[config.mk]
export PLATFORM = sky130hd
export DESIGN_NAME = sram_bank_ctrl
export DESIGN_NICKNAME = d
export VERILOG_FILES = /design/src/rtl/sram_bank_ctrl.sv
export SDC_FILE = /design/constraint.sdc
export NUM_CORES = 1
export LEC_CHECK = 0
export ABC_AREA = 1
export BUFFER_PORTS_ARGS = -buffer_cell sky130_fd_sc_hd__buf_2
export CAP_MARGIN = 15
export CORE_MARGIN = 5
export CORE_UTILIZATION = 50
export DETAILED_ROUTE_END_ITERATION = 12
export PLACE_DENSITY = 0.83
export SKIP_LAST_GASP = 1
export SYNTH_ARGS = -nofsm -noshare
export SYNTH_HDL_FRONTEND = slang
export SYNTH_SLANG_ARGS = --single-unit
[constraint.sdc]
create_clock -name clk -period 3.4 [get_ports clk]
set_input_delay 0.17 -clock clk [delete_from_list [all_inputs] [get_ports clk]]
set_output_delay 0.17 -clock clk [all_outputs]
set_load 0.01 [all_outputs]
[src/rtl/sram_bank_ctrl.sv]
// Byte-port controller for a banked async SRAM: bank/lane decode, CE_n/WE_n/OE_n timing, wait states.
// Optional SRAM_BACK2BACK_EN lets HOLD take a new request directly (no IDLE gap).
module sram_bank_ctrl #(
    parameter int ADDR_W      = 21,
    parameter int SRAM_A_W    = 19,
    parameter int NUM_BANKS   = 4,
    parameter int SRAM_D_W    = 16,
    parameter int WAIT_STATES = 1
) (
    input  logic                    clk,
    input  logic                    reset,
    input  logic                    req,
    input  logic                    we,
    input  logic [ADDR_W-1:0]       addr,
    input  logic [7:0]              wdata,
    output logic                    ack,
    output logic [7:0]              rdata,
    output logic                    busy,
    output logic [SRAM_A_W-1:0]     SRAM_A,
    output logic [SRAM_D_W-1:0]     SRAM_D_o,
    output logic [SRAM_D_W/8-1:0]   SRAM_D_oe,
    input  logic [SRAM_D_W-1:0]     SRAM_D_i,
    output logic                    SRAM_WE_n,
    output logic                    SRAM_OE_n,
    output logic [NUM_BANKS-1:0]    SRAM_CE_n
);

    localparam int LANES  = SRAM_D_W / 8;
    localparam int BANK_W = ADDR_W - SRAM_A_W;

    typedef enum logic [1:0] {IDLE, SETUP, ACCESS, HOLD} state_t;

    state_t             state, state_nxt;
    logic [3:0]         cnt;
    logic               take;
    logic               lat_we;
    logic [BANK_W-1:0]  lat_bank;
    logic               we_nxt;
    logic [BANK_W-1:0]  bank_nxt;
    logic [NUM_BANKS-1:0] ce_nxt;
    logic [LANES-1:0]   lane_hit;
    logic [7:0]         rd_byte;

    always_ff @(posedge clk or posedge reset) begin
        if (reset) begin
            state <= IDLE;
            cnt   <= '0;
        end else begin
            state <= state_nxt;
            if (state_nxt == ACCESS && state != ACCESS)
                cnt <= 4'(WAIT_STATES);
            else if (state == ACCESS && cnt != 4'd0)
                cnt <= cnt - 4'd1;
        end
    end

    always_comb begin
        state_nxt = state;
        take      = 1'b0;
        case (state)
            IDLE: if (req) begin
                take      = 1'b1;
                state_nxt = SETUP;
            end
            SETUP:  state_nxt = ACCESS;
            ACCESS: if (cnt == 4'd0) state_nxt = HOLD;
            HOLD: begin
`ifdef SRAM_BACK2BACK_EN
                if (req) begin
                    take      = 1'b1;
                    state_nxt = SETUP;
                end else begin
                    state_nxt = IDLE;
                end
`else
                state_nxt = IDLE;
`endif
            end
            default: state_nxt = IDLE;
        endcase
    end

    // Pins are registered from the next-state view so they line up with the state they belong to.
    always_comb begin
        we_nxt   = take ? we : lat_we;
        bank_nxt = take ? addr[ADDR_W-1:SRAM_A_W] : lat_bank;
        for (int b = 0; b < NUM_BANKS; b++)
            ce_nxt[b] = !(state_nxt != IDLE && bank_nxt == BANK_W'(b));
        for (int l = 0; l < LANES; l++)
            lane_hit[l] = (int'(bank_nxt) % LANES) == l;
        rd_byte = '0;
        for (int l = 0; l < LANES; l++)
            if ((int'(lat_bank) % LANES) == l) rd_byte = SRAM_D_i[l*8 +: 8];
    end

    always_ff @(posedge clk or posedge reset) begin
        if (reset) begin
            ack       <= 1'b0;
            busy      <= 1'b0;
            rdata     <= '0;
            lat_we    <= 1'b0;
            lat_bank  <= '0;
            SRAM_A    <= '0;
            SRAM_D_o  <= '0;
            SRAM_D_oe <= '0;
            SRAM_WE_n <= 1'b1;
            SRAM_OE_n <= 1'b1;
            SRAM_CE_n <= '1;
        end else begin
            if (take) begin
                lat_we   <= we;
                lat_bank <= addr[ADDR_W-1:SRAM_A_W];
                SRAM_A   <= addr[SRAM_A_W-1:0];
                SRAM_D_o <= {LANES{wdata}};
            end
            SRAM_CE_n <= ce_nxt;
            SRAM_D_oe <= (state_nxt != IDLE && we_nxt) ? lane_hit : '0;
            SRAM_WE_n <= !(state_nxt == ACCESS && lat_we);
            SRAM_OE_n <= !(state_nxt == ACCESS && !lat_we);
            ack       <= state_nxt == HOLD;
            busy      <= state_nxt != IDLE;
            if (state == ACCESS && cnt == 4'd0 && !lat_we)
                rdata <= rd_byte;
        end
    end

endmodule
==> run_results.csv, run 1 <==
group,metric,value,unit
outcome,status,"finished, final reports clean",
timing,worst_pin_slew,0.6129,ns
route,wl_per_cell,14.14,µm
route,vias_per_cell,4.831,
synth,ys_seq_area_share,60.40,%
die,num_io_pins,102,
die,die-area,5941,µm²
timing,max_clock_freq,483.7,MHz
finish,nFillCells,348,
synth,syn_inst,192,
clocking,cts_tree,"built",
global_routing,first_global_vias,1636,
worst_hold_path,hold_path_class,"in -> reg",
finish,final_common_cell,"buf_2",
finish,drive_gt1_share,52.58,%
finish,final_nets,343,
synth,synth_top_area_share,53.39,%
timing,min_period,2.067,ns
clocking,clock-sinks,54,
global_routing,grt_pass1_wl,7.976,mm
timing,tns,0,ns
timing,skew,0.004866,ns
clocking,worstSkewPairLatency,0.30,ns
timing,drv_slew,0,
route,dr.pass1.iters,5,
finish,final_cell_mix,"buf_2, dfrtp_1, nand2_1, mux2_2, nor2_1",
synth,yosysTopAreaCell,"dfrtp_1",
timing,slew_headroom,59.01,%
route,route.vias.total,1657,
synth,netlist_top_cells_area,"dfrtp_1, mux2_2, dfstp_2",
pwr,p_leak,1.470,nW
clocking,clockRootBuffer,"clkbuf_8",
placed_design,dp_hpwl,3.682,mm
global_routing,grt_antenna_before_repair,0,
route,final_antenna_net_count,0,
die,rows,24,
die,fp.coreArea,4354,µm²
finish,areaGrowthSynthToFinish,27.70,%
clocking,cts.repair.resized,0,
clocking,clockBufferDepth,2,
finish,final_util,65.98,%
setup_path,start_kind,"flip-flop",
synth,ys_types,25,
timing,period_share,60.80,%
route,drc,0,
finish,final_area,2873,µm²
timing,hold_viol_final,0,
clocking,cts_setup_buffers,0,
pwr,peakVddDrop,0.5271,mV
synth,syn_area,2250,µm²
placed_design,gp_congestion,0.7547,
setup_path,path_max_fanout,17,
synth,yosysWarnings,0,
setup_path,required,3.64,ns
synth,synth-seq-cells,54,
clocking,clkTransAtPathRegs,0.09,ns
global_routing,track_usage,16.82,%
setup_path,end_kind,"flip-flop",
placed_design,dpl-instance-area,2734,µm²
clocking,cts-buffers-inserted,5,
clocking,cts.htree.levels,2,
die,die_w,77.08,µm
pwr,pwr_density_cell,950.8,nW/µm²
global_routing,overflow,0,
die,dieHeight,77.08,µm
route,wl,4.851,mm
pwr,power,2.731,mW
setup_path,arrival,2.31,ns
timing,rsz0062_at_grt,"false",
flow_run,cap_violations,0,
die,initial_core_util,51.67,%
global_routing,grt_max_degree,55,
placed_design,port_buffers,101,
synth,syn-num-nets,245,
finish,n_antenna_cell,0,
timing,setup_violations,0,
synth,syn_avg_cell_area,11.72,µm²
route,drtIter0Drc,86,
setup_path,worstSetupPathType,"reg -> reg",
[cell type report]
cell class	count	area, µm²	share of cell area [%]
inverters	15	56.30	1.960
repair buffers	104	543.0	18.90
well taps	52	65.06	2.265
clock buffers	5	68.82	2.395
clock inverters	3	40.04	1.394
multi-input cells	110	740.7	25.78
flip-flops and latches	54	1359	47.30
[synthesized netlist by cell type, drive strengths merged]
cell type,instances
a21oi,2
a31oi,8
buf,13
dfrtp,48
dfstp,6
ha,4
inv,15
mux2,27
nand2,36
nand3,8
nand3b,1
nand4,1
nor2,15
nor3,2
o21ai,4
or2,1
xor2,1
[power by group]
part           internal (mW)  total (mW)  leakage (nW)  switching, mW
clock network          0.217       0.417        0.0579          0.200
registers              0.957        1.12         0.619          0.166
logic                  0.533        1.19         0.793          0.659
[logic make-up (layout without fill, tap and decap cells)]
group,Yosys count,count (layout),share of synthesized area (%)
multiplexers,27,27,13.51
AND/OR/NAND/NOR,64,64,12.68
flip-flops,54,54,60.40
adder cells (fa/ha/maj),4,4,2.225
AO/OA/AOI/OAI,14,14,4.116
XOR/XNOR,1,1,0.3894
buffers and inverters,28,127,6.673
[layer usage]
layer  GRT usage [%]  up-vias  part of all wire (%)
met5               0        -                     0
met4           5.155        0                  0.97
met3           7.026        6                    11
met1           20.87      763                    41
met2           26.74       76                    48
li1                -      812                     -
[through the flow]
step | setup slack, ns | std cells | hold slack, ns
after floorplan | 1.925 | 192 | 0.3199
after global placement | 1.405 | 333 | 0.4013
after detailed placement | 1.311 | 333 | 0.4053
after CTS | 1.296 | 341 | 0.07827
after global routing | 1.148 | 343 | 0.07668
final | 1.333 | 343 | 0.08955
[critical path: stages (launching register included)]
cell	delay, ns
dfrtp_1	0.35
inv_1	0.09
ha_1	0.21
nand2_1	0.46
buf_4	0.36
nand2_1	0.07
o21ai_0	0.16
inv_1	0.17
nor2_1	0.14
[flip-flops by register name (all words and copies together) (netlist names)]
register,count
busy,1
SRAM_D_o,8
lat_we,1
SRAM_OE_n,1
rdata,8
state,2
lat_bank,2
SRAM_WE_n,1
SRAM_A,19
ack,1
SRAM_D_oe,2
SRAM_CE_n,4
cnt,4
[worst paths after layout]
| path | cells after the start | endpoint | slack, ns | start |
|---|---|---|---|---|
| worst max-delay path | 8 | SRAM_D_oe[0]$_DFF_PP0_ | 1.33 | state[0]$_DFF_PP0_ |
| worst min-delay path | 2 | SRAM_A[3]$_DFFE_PP0N_ | 0.09 | addr[3] |
| worst max register to register | 8 | SRAM_D_oe[0]$_DFF_PP0_ | 1.33 | state[0]$_DFF_PP0_ |
| worst min register to register | 1 | SRAM_WE_n$_DFF_PP1_ | 0.50 | lat_we$_DFF_PP0_ |
| max in group asynchronous | 4 | SRAM_CE_n[2]$_DFF_PP1_ | 2.51 | reset |
| min in group asynchronous | 3 | SRAM_A[1]$_DFFE_PP0N_ | 0.33 | reset |
[repair_timing]
item / in CTS / in global routing
hold endpoints to repair: 0 / 10
hold buffers: 0 / 1
setup endpoints to repair: 0 / 0
Note: power is estimated with default switching activity, not from simulation.
==> run 2: changes to the inputs <==
--- a/config.mk
+++ b/config.mk
@@ -9,9 +9,9 @@
 export BUFFER_PORTS_ARGS = -buffer_cell sky130_fd_sc_hd__buf_2
 export CAP_MARGIN = 15
 export CORE_MARGIN = 5
-export CORE_UTILIZATION = 50
+export CORE_UTILIZATION = 42
 export DETAILED_ROUTE_END_ITERATION = 12
-export PLACE_DENSITY = 0.83
+export PLACE_DENSITY = 0.75
 export SKIP_LAST_GASP = 1
 export SYNTH_ARGS = -nofsm -noshare
 export SYNTH_HDL_FRONTEND = slang
==> constraint.sdc (replaced) <==
create_clock -name clk -period 1.8 [get_ports clk]
set_input_delay 0.09 -clock clk [delete_from_list [all_inputs] [get_ports clk]]
set_output_delay 0.09 -clock clk [all_outputs]
set_load 0.01 [all_outputs]
==> run 2 against run 1 <==
Die area up 16%. Sequential share of layout area fell by 0.95 points. Setup slack got worse by 1.1 ns. Design area grew 2.0%. Critical path depth did not move. Core utilization fell by 8.9 points. Count of clock-buffer cells in the layout up 2. Via count grew 2.3%. Critical path type unchanged.
==> run_results.csv, run 2 (synthesis gave the netlist of run 1 again) <==
group,metric,value,unit
timing,worst_slack,0.2319,ns
route,drtIter0Drc,42,
die,die-area,6920,µm²
worst_hold_path,hold_path_class,"in -> reg",
clocking,clockBufferDepth,2,
setup_path,required,2.03,ns
finish,final_area,2932,µm²
die,dieHeight,83.19,µm
pwr,combPwrFrac,44.2,%
finish,final_cell_mix,"buf_2, dfrtp_1, nand2_1, mux2_2, nor2_1",
finish,top_register,"SRAM_A",
pwr,p_seq_share,41.7,%
placed_design,post-place-ws,0.2120,ns
finish,final_common_cell,"buf_2",
timing,slew_headroom,57.05,%
finish,areaGrowthSynthToFinish,30.31,%
finish,reg.largest.list,"SRAM_A x19, SRAM_D_o x8, rdata x8",
flow_run,cap_violations,0,
die,die_w,83.19,µm
die,rows,26,
die,num_io_pins,102,
clocking,clock-sinks,54,
setup_path,reg2regPathDepth,8,
placed_design,dp_hpwl,3.741,mm
global_routing,overflow,0,
timing,tns,0,ns
timing,worst_pin_slew,0.6434,ns
setup_path,path_max_fanout,15,
setup_path,max_stage_delay,0.38,ns
global_routing,first_global_vias,1772,
route,vias_per_cell,4.631,
pwr,power,5.102,mW
finish,drive_gt1_share,53.04,%
finish,nFillCells,461,
placed_design,dpl.cell_count,356,
outcome,status,"finished, final reports clean",
route,dr.pass1.iters,4,
setup_path,start_kind,"flip-flop",
setup_path,ff2ff_setup_slack,0.23,ns
placed_design,dpl-instance-area,2806,µm²
route,wl_per_cell,12.92,µm
setup_path,r2r_end,"SRAM_D_oe[0]$_DFF_PP0_",
finish,n_antenna_cell,0,
setup_path,end_kind,"flip-flop",
route,wl,4.730,mm
worst_hold_path,hold_start,"addr[6]",
timing,max_clock_freq,637.7,MHz
pwr,clkPwrFrac,14.1,%
clocking,cts-buffers-inserted,5,
placed_design,port_buffers,101,
setup_path,setup.worst_path.start,"state[1]$_DFF_PP0_",
die,initial_core_util,43.77,%
pwr,pwr_density_cell,1741,nW/µm²
route,final_antenna_net_count,0,
global_routing,grt_antenna_before_repair,0,
setup_path,crit_chain,"inv_1, ha_1, nand2_1, buf_4, nand2_1, o21ai_1, inv_1, nor2_1",
pwr,netSwitchingFraction,37.66,%
timing,setup_violations,0,
clocking,worstSkewPairLatency,0.29,ns
timing,rsz0062_at_grt,"false",
setup_path,regToRegStartpoint,"state[1]$_DFF_PP0_",
global_routing,grt_max_degree,31,
setup_path,worstSetupPathType,"reg -> reg",
route,route.vias.total,1695,
setup_path,arrival,1.80,ns
route,drc,0,
pwr,power.internal,3.181,mW
finish,fin_cells,366,
timing,period_share,87.12,%
global_routing,grt_pass1_wl,8.135,mm
die,fp.coreArea,5140,µm²
timing,drv_slew,0,
placed_design,gp_congestion,0.7371,
pwr,p_leak,1.491,nW
global_routing,track_usage,14.24,%
setup_path,cp_slowest_cell,"dfrtp_1",
finish,largest_reg_flops,19,
worst_hold_path,hold_end,"SRAM_A[6]$_DFFE_PP0N_",
clocking,cts_tree,"built",
clocking,cts_setup_buffers,0,
clocking,clkTransAtPathRegs,0.09,ns
timing,skew,0.007434,ns
pwr,peakVddDrop,0.8095,mV
finish,final_nets,348,
clocking,cts.htree.levels,2,
clocking,clockRootBuffer,"clkbuf_8",
pwr,switchingPower,1.921,mW
timing,hold_viol_final,0,
timing,min_period,1.568,ns
worst_hold_path,hold_depth,2,
-- run 2: worst max-delay path: cells and delay by family (launching register included) --
family	cells	cell delay [ns]
compound gates	1	0.19
fa+ha+maj	1	0.17
buf+inv	3	0.46
flops	1	0.38
simple gates	3	0.30
-- run 2: per-layer routing --
metal	global-route usage [%]	vias up	share of wire [%]
li1	-	824	-
met1	16.58	806	41
met2	24.49	59	50
met3	4.554	6	7.8
met4	5.201	0	1.2
met5	0	-	0
-- run 2: through the flow --
stage	utilization, %	hold WS [ns]
floorplan	-	0.2399
global placement	54.60	0.2109
detailed placement	54.60	0.2146
CTS	56.84	0.005633
global route	57.04	0.0003199
finish	57.04	0.01979
-- run 2: power groups by stage --
stage               Sequential [mW]  Combinational (mW)  Clock (mW)
CTS                            2.14                2.30       0.760
global placement               2.13                2.23           0
finish                         2.13                2.25       0.720
detailed placement             2.15                2.30           0
global route                   2.21                2.50       0.813
floorplan                      2.34                1.32           0
-- run 2: worst max-delay path by stage --
stage / end / slack [ns]
after floorplan: SRAM_A[0]$_DFFE_PP0N_ / 0.41
after global placement: SRAM_D_oe[0]$_DFF_PP0_ / 0.31
after detailed placement: SRAM_CE_n[1]$_DFF_PP1_ / 0.21
after CTS: SRAM_D_oe[0]$_DFF_PP0_ / 0.20
after global routing: SRAM_D_oe[0]$_DFF_PP0_ / 0.04
final: SRAM_D_oe[0]$_DFF_PP0_ / 0.23
-- run 2: timing repair --
action                                  CTS  global route
endpoints found under the setup margin    0             1
resized for setup                         0             1
hold buffers                              1             1
hold endpoints to repair                 25             1
-- run 2: layout make-up --
cell class	instances	area (µm²)	share of cell area [%]
Sequential cell	54	1359	46.35
Multi-Input combinational cell	110	740.7	25.27
Timing Repair Buffer	109	583.1	19.89
Clock buffer	7	96.34	3.286
Tap cell	70	87.58	2.988
Inverter	15	56.30	1.921
Clock inverter	1	8.758	0.2988
